**config.mk**
```make
export PLATFORM = sky130hd
export DESIGN_NAME = serving_ram_arb
export DESIGN_NICKNAME = d
export VERILOG_FILES = /design/src/rtl/serving_ram_arb.sv
export SDC_FILE = /design/constraint.sdc
export NUM_CORES = 1
export LEC_CHECK = 0
export CAP_MARGIN = 20
export CORE_ASPECT_RATIO = 0.8
export CORE_MARGIN = 2
export CORE_UTILIZATION = 39
export CTS_CLUSTER_DIAMETER = 150
export CTS_CLUSTER_SIZE = 12
export DETAILED_ROUTE_END_ITERATION = 12
export PLACE_DENSITY = 0.81
export SLEW_MARGIN = 15
export SYNTH_ARGS = -nofsm -noshare
export SYNTH_HDL_FRONTEND = slang
export SYNTH_SLANG_ARGS = --single-unit
```
**constraint.sdc**
```tcl
create_clock -name i_clk -period 2.3 [get_ports i_clk]
set_clock_uncertainty 0.05 [all_clocks]
set_input_delay 0.345 -clock i_clk [delete_from_list [all_inputs] [get_ports i_clk]]
set_output_delay 0.345 -clock i_clk [all_outputs]
set_load 0.02 [all_outputs]
```
**src/rtl/serving_ram_arb.sv**
```systemverilog
// Arbitrates the single byte-wide 1R1W SRAM between the serving core port and a
// host load/debug port; core traffic passes straight through, host accesses slot in.
module serving_ram_arb #(
    parameter int AW           = 10,
    parameter int DW           = 8,
    parameter int STARVE_LIMIT = 64
) (
    input  logic          i_clk,
    input  logic          i_rst_n,
    input  logic [AW-1:0] i_core_waddr,
    input  logic [DW-1:0] i_core_wdata,
    input  logic          i_core_wen,
    input  logic [AW-1:0] i_core_raddr,
    input  logic          i_core_ren,
    output logic [DW-1:0] o_core_rdata,
    input  logic          i_core_halted,
    output logic          o_core_hold,
    input  logic          i_ext_req,
    input  logic          i_ext_we,
    input  logic [AW-1:0] i_ext_adr,
    input  logic [DW-1:0] i_ext_wdat,
    output logic          o_ext_busy,
    output logic          o_ext_ack,
    output logic [DW-1:0] o_ext_rdt,
    output logic [AW-1:0] o_sram_waddr,
    output logic [DW-1:0] o_sram_wdata,
    output logic          o_sram_wen,
    output logic [AW-1:0] o_sram_raddr,
    output logic          o_sram_ren,
    input  logic [DW-1:0] i_sram_rdata
);

    localparam int            CW    = $clog2(STARVE_LIMIT + 1);
    localparam logic [CW-1:0] LIMIT = CW'(STARVE_LIMIT);

    // state | meaning
    // IDLE  | no host request held, new requests accepted
    // PEND  | host request held, waiting for its SRAM port
    // RDATA | host read issued, SRAM data arrives this cycle
    // DONE  | host access complete, ack pulse
    typedef enum logic [1:0] {
        S_IDLE  = 2'd0,
        S_PEND  = 2'd1,
        S_RDATA = 2'd2,
        S_DONE  = 2'd3
    } state_t;

    state_t        r_state;
    state_t        w_state_nxt;
    logic          r_we;
    logic [AW-1:0] r_adr;
    logic [DW-1:0] r_wdat;
    logic [DW-1:0] r_rdt;
    logic [CW-1:0] r_cnt;
    logic [CW-1:0] w_cnt_nxt;
    logic          r_hold;
    logic          w_hold_nxt;
    logic          w_wport_free;
    logic          w_rport_free;
    logic          w_issue_w;
    logic          w_issue_r;
    logic          w_issue;
    logic          w_capture;
    logic          w_core_wen;
    logic          w_core_ren;

    // A halted core has its whole port ignored, so both SRAM ports are free.
    assign w_core_wen   = i_core_wen & ~i_core_halted;
    assign w_core_ren   = i_core_ren & ~i_core_halted;
    assign w_wport_free = ~w_core_wen;
    assign w_rport_free = ~w_core_ren;

    always_comb begin
        w_state_nxt = r_state;
        w_issue_w   = 1'b0;
        w_issue_r   = 1'b0;
        w_capture   = 1'b0;
        case (r_state)
            S_IDLE: begin
                if (i_ext_req) begin
                    w_capture   = 1'b1;
                    w_state_nxt = S_PEND;
                end
            end
            S_PEND: begin
                if (r_we && w_wport_free) begin
                    w_issue_w   = 1'b1;
                    w_state_nxt = S_DONE;
                end else if (!r_we && w_rport_free) begin
                    w_issue_r   = 1'b1;
                    w_state_nxt = S_RDATA;
                end
            end
            S_RDATA: w_state_nxt = S_DONE;
            S_DONE:  w_state_nxt = S_IDLE;
            default: w_state_nxt = S_IDLE;
        endcase
    end

    assign w_issue = w_issue_w | w_issue_r;

    // Counter saturates at the limit, so hold stays up until the access issues.
    always_comb begin
        w_cnt_nxt  = '0;
        w_hold_nxt = 1'b0;
        if (r_state == S_PEND && !w_issue) begin
            w_cnt_nxt  = (r_cnt == LIMIT) ? r_cnt : r_cnt + CW'(1);
            w_hold_nxt = (w_cnt_nxt == LIMIT);
        end
    end

    always_ff @(posedge i_clk or negedge i_rst_n) begin
        if (!i_rst_n) begin
            r_state <= S_IDLE;
            r_we    <= 1'b0;
            r_adr   <= '0;
            r_wdat  <= '0;
            r_rdt   <= '0;
            r_cnt   <= '0;
            r_hold  <= 1'b0;
        end else begin
            r_state <= w_state_nxt;
            r_cnt   <= w_cnt_nxt;
            r_hold  <= w_hold_nxt;
            if (w_capture) begin
                r_we   <= i_ext_we;
                r_adr  <= i_ext_adr;
                r_wdat <= i_ext_wdat;
            end
            if (r_state == S_RDATA) begin
                r_rdt <= i_sram_rdata;
            end
        end
    end

    // Addresses and data follow the core unless the host owns the port this cycle.
    assign o_sram_wen   = w_issue_w | w_core_wen;
    assign o_sram_waddr = w_issue_w ? r_adr  : i_core_waddr;
    assign o_sram_wdata = w_issue_w ? r_wdat : i_core_wdata;
    assign o_sram_ren   = w_issue_r | w_core_ren;
    assign o_sram_raddr = w_issue_r ? r_adr  : i_core_raddr;

    assign o_core_rdata = i_sram_rdata;
    assign o_core_hold  = r_hold;
    assign o_ext_busy   = (r_state != S_IDLE);
    assign o_ext_ack    = (r_state == S_DONE);
    assign o_ext_rdt    = r_rdt;

endmodule

```
* Word level (Yosys, flattened, before mapping) *
Index checks and enable logic that the tools add are counted.

storage, ports and cells
  logic and storage cells = 48
  output and inout port bits = 49
  bits of input ports = 61
  memory bits (writable) = 0
  memories = 0
  register bits after elaboration = 37
  latch bits = 0
  memory bits (read-only) = 0

operators by class
  bitwise gates (word level) = 8
  add/sub/neg operators = 1
  multiplexer cells = 17
  eq/ne operators = 7
  shift-type cells = 0
  reduce and logical (&&, ||, !) cells = 8
  divide/modulo/power cells = 0
  magnitude comparators = 0
  multiply operators = 0

operators by type and width
  cell                   count
  $mux W10               2
  $eq A7 B7 Y1 const B   2
  $mux W7                2
  $mux W1                8
  $mux W8                1
  $pmux W2 S4            1
  $add A7 B1 Y7 const B  1
  $mux W2                3
  $eq A2 B2 Y1 const B   2
  $logic_and A1 B1 Y1    3
  $ne A3 B3 Y1 const B   1
  $not A1 Y1             3
  $or A1 B1 Y1           3
  $and A1 B1 Y1          2
  $eq A2 B1 Y1 const B   1
  $logic_not A1 Y1       2
  $logic_not A2 Y1       1
  $ne A2 B2 Y1 const B   1
  $reduce_and A2 Y1      1
  $reduce_bool A2 Y1     1

* Logic depth before layout (Yosys ltp) *
  depth after elaboration = 11
  depth in mapped cells = 8
  gate-level depth less buffers = 6

* Least setup slack after synthesis *
No wires, ideal clock.

  path type = reg-to-output
  from = register r_state[1]
  to = output port o_sram_waddr[7]
  stages on the path, launching flop included = 8
  data required time = 1.905 ns
  arrival time = 1.554 ns
  slack = 0.351 ns
  path buffers = 2
  path through = dfrtp_1 -> inv_1 -> ha_1 -> nand2_1 -> nor2b_1 -> buf_4 -> buf_6 -> mux2_1

on the way
  longest elaborated chain between the ends = 3

RTL lines
  element                   line  RTL
  start: declaration        48    state_t r_state;
  start signal: assignment  122   r_state <= w_state_nxt;
  $eq A2 B1 Y1              78    case (r_state)
  $mux W1                   78
  $mux W10                  138   assign o_sram_waddr = w_issue_w ? r_adr : i_core_waddr;
  end: declaration          25    output logic [AW-1:0] o_sram_waddr,

Every way passes these cells.

* Worst setup path after layout *
  from = input port i_core_ren
  to = output port o_sram_raddr[6]

on the way
  longest elaborated chain between the ends = 7

RTL lines
  element              line  RTL
  start: declaration   14    input logic i_core_ren,
  $and A1 B1 Y1        69    assign w_core_ren = i_core_ren & ~i_core_halted;
  $not A1 Y1           71    assign w_rport_free = ~w_core_ren;
  $logic_and A1 B1 Y1  89    end else if (!r_we && w_rport_free) begin
  $mux W1              89
  $mux W1              86    if (r_we && w_wport_free) begin
  $mux W1              78
  $mux W10             141   assign o_sram_raddr = w_issue_r ? r_adr : i_core_raddr;
  end: declaration     28    output logic [AW-1:0] o_sram_raddr,

Every way passes these cells.

==> impl_metrics.env <==
export IMPL_status="finished clean"
export IMPL_ys_flop_type="dfrtp_1"
export IMPL_placeableCoreArea_um2=5040
export IMPL_drv_cap=0
export IMPL_antenna_left=0
export IMPL_grt_pass1_wl_mm=7.94
export IMPL_fin_util_pct=66.3
export IMPL_grt_start_max_net_pins=38
export IMPL_clockBufferDepth=2
export IMPL_cts_htree_levels=2
export IMPL_cts_tree="done"
export IMPL_viasPerCell=4.88
export IMPL_synth_distinct_cells=29
export IMPL_critPathLaunchType="input pin"
export IMPL_synth_edff_count=0
export IMPL_dp_hpwl_mm=3.86
export IMPL_async_flop_share_pct=100
export IMPL_overflow=0
export IMPL_clkSlewWorstSetupHoldPaths_ps=70
export IMPL_fin_nets=354
export IMPL_numCtsBuffers=5
export IMPL_min_period_ps=2240
export IMPL_hold_buffers=0
export IMPL_crit_fanout=11
export IMPL_setup_tns_ps=0
export IMPL_critical_path_class="input pin to output pin"
export IMPL_synthTopCellsByArea="dfrtp_1 (45%), mux2_1 (26%), mux2_2 (4.9%), ha_1 (4.3%), buf_4 (3.3%)"
export IMPL_seq_area_frac_synth_pct=45.0
export IMPL_antenna_found_initial=0
export IMPL_synthToLayoutAreaGrowth_pct=62.1
export IMPL_drt_wl_total_mm=5.03
export IMPL_clockRootBuffer="clkbuf_8"
export IMPL_synth_top_cell_area_share_pct=45.0
export IMPL_max_slew_worst_pin_slew_ps=836
export IMPL_synthesis_area_um2=2060
export IMPL_initial_core_util_pct=40.9
export IMPL_rsz0062_at_grt="true"
export IMPL_finalHoldViolCount=0
export IMPL_peakVddDrop_v=0.000540
export IMPL_gp_congestion=0.814
export IMPL_insertion_delay_ps=280
export IMPL_cp_data_arrival_time_ps=1850
export IMPL_seq_area_um2=926
export IMPL_io_pins=110
export IMPL_drc=0
export IMPL_critPathCaptureType="output pin"
export IMPL_ff2ff_setup_slack_ps=520
export IMPL_routedWlPerCell_um=14.5
export IMPL_multiInputGateArea_um2=1060
export IMPL_grt_usage_pct=17.4
export IMPL_diodes=0
export IMPL_synth_nets=234
export IMPL_fillers=409
export IMPL_vias=1697
export IMPL_yosysWarnings=0
export IMPL_synth_area_leader_cell="dfrtp_1"
export IMPL_drt_first_pass_iters=4
export IMPL_portBuffers=109
export IMPL_p_leak_nw=1.48
export IMPL_die_h_um=69.0
export IMPL_synth_most_common_cell="mux2_1"
export IMPL_drive_gt1_share_pct=24.5
export IMPL_worstPathRequired_ps=1900
export IMPL_relSlewSlack_pct=44.3
export IMPL_synth_seq_cells=37
export IMPL_fp_row_count=23
export IMPL_cts_sinks=37
export IMPL_die_area_um2=5880
export IMPL_synth_area_per_cell_um2=12.4
export IMPL_dr_first_iter_drc_count=24
export IMPL_period_share_pct=97.5
export IMPL_hold_class="input pin to asynchronous set/reset pin"
export IMPL_grt_pass1_vias=1763
export IMPL_final_setup_viol_count=0
export IMPL_synth_common_cells="mux2_1 (47), dfrtp_1 (37), buf_4 (9), mux2_2 (9), nor2_1 (9)"
export IMPL_synthCells=166
export IMPL_fmax_ghz=0.446
export IMPL_die_x_um=85.2
export IMPL_p_per_area_nw_per_um2=961
export IMPL_slew_viol_final=0
==> registers in the layout, indices dropped and copies added, names as in the netlist <==
name,count
r_adr,10
r_we,1
r_state,2
r_cnt,7
o_core_hold,1
o_ext_rdt,8
r_wdat,8
==> placed cells by master, fill, tap and decap left out, types with 5 or more instances in the layout <==
cell	n
buf_2	17
ha_1	6
clkdlybuf4s15_2	10
mux2_2	9
nor2_1	9
buf_4	14
dfrtp_1	37
inv_1	5
clkbuf_8	6
mux2_1	45
clkdlybuf4s50_1	78
nand2_1	6
xor2_1	5
==> where the power goes <==
part	leakage, nW	switching, W	internal, W	total, W
logic	0.984	0.000756	0.000904	0.00166
registers	0.453	0.000177	0.000922	0.00110
clock network	0.0443	0.000212	0.000238	0.000450
==> stage by stage <==
step | hold WS, ps | std cells | total power, W | cell area, µm² | setup WS, ps
after global routing | 184 | 348 | 0.00342 | 3340 | -5.80
after CTS | 139 | 346 | 0.00320 | 3290 | -35.1
final | 97.1 | 348 | 0.00321 | 3340 | 56.8
after detailed placement | 432 | 333 | 0.00276 | 3210 | -380
after global placement | 424 | 333 | 0.00272 | 3210 | -285
after floorplan | -0.591 | 166 | 0.00198 | 2060 | 351
==> path summary, 6_finish.rpt <==
check                           start         endpoint  cells after the start
setup / recovery           i_core_ren  o_sram_raddr[6]                      6
hold / removal                i_rst_n         r_cnt[5]                      1
setup reg to reg             r_cnt[0]      o_core_hold                      6
hold reg to reg             r_wdat[4]        r_wdat[4]                      1
max in group asynchronous     i_rst_n     o_ext_rdt[2]                      1
min in group i_clk          r_wdat[4]        r_wdat[4]                      1
==> area by class of cell <==
| type | count | area share (%) |
|---|---|---|
| Clock buffer | 7 | 2.59 |
| Inverter | 6 | 0.675 |
| Multi-Input combinational cell | 110 | 31.6 |
| Sequential cell | 37 | 27.7 |
| Tap cell | 62 | 2.32 |
| Timing Repair Buffer | 126 | 35.0 |
==> per-layer routing <==
metal  track usage, %  wire [µm]  vias to the layer above
met5                0          0                        -
met4             5.56         46                        0
met3             5.60        420                        4
met2             30.4       2450                       64
met1             20.8       2110                      818
li1                 -          -                      811
==> timing repair <==
action | 4_1_cts | 5_1_grt
setup buffers | 6 | 2
endpoints found under the setup margin | 29 | 17
gates cloned | 0 | 0
resized for setup | 109 | 10
hold endpoints to repair | 0 | 0
==> worst max-delay path, stage by stage <==
cell and delay [ps]:
clkdlybuf4s50_1 490, nand2b_1 70, and3b_1 210, buf_12 150, mux2_1 320, clkdlybuf4s15_2 260
==> logic make-up (layout without fill, tap and decap cells) <==
kind of cell | after synthesis | count (layout) | synth area share [%]
DFF | 37 | 37 | 45.0
muxes | 58 | 58 | 31.6
buffers and inverters | 19 | 139 | 5.59
and+or+nand+nor | 34 | 34 | 8.87
AOI/OAI and AO/OA | 5 | 5 | 2.19
adders and majority gates | 7 | 7 | 4.25
xor gates and xnor gates | 6 | 6 | 2.55
No activity file was read; power rests on OpenSTA's default activity.
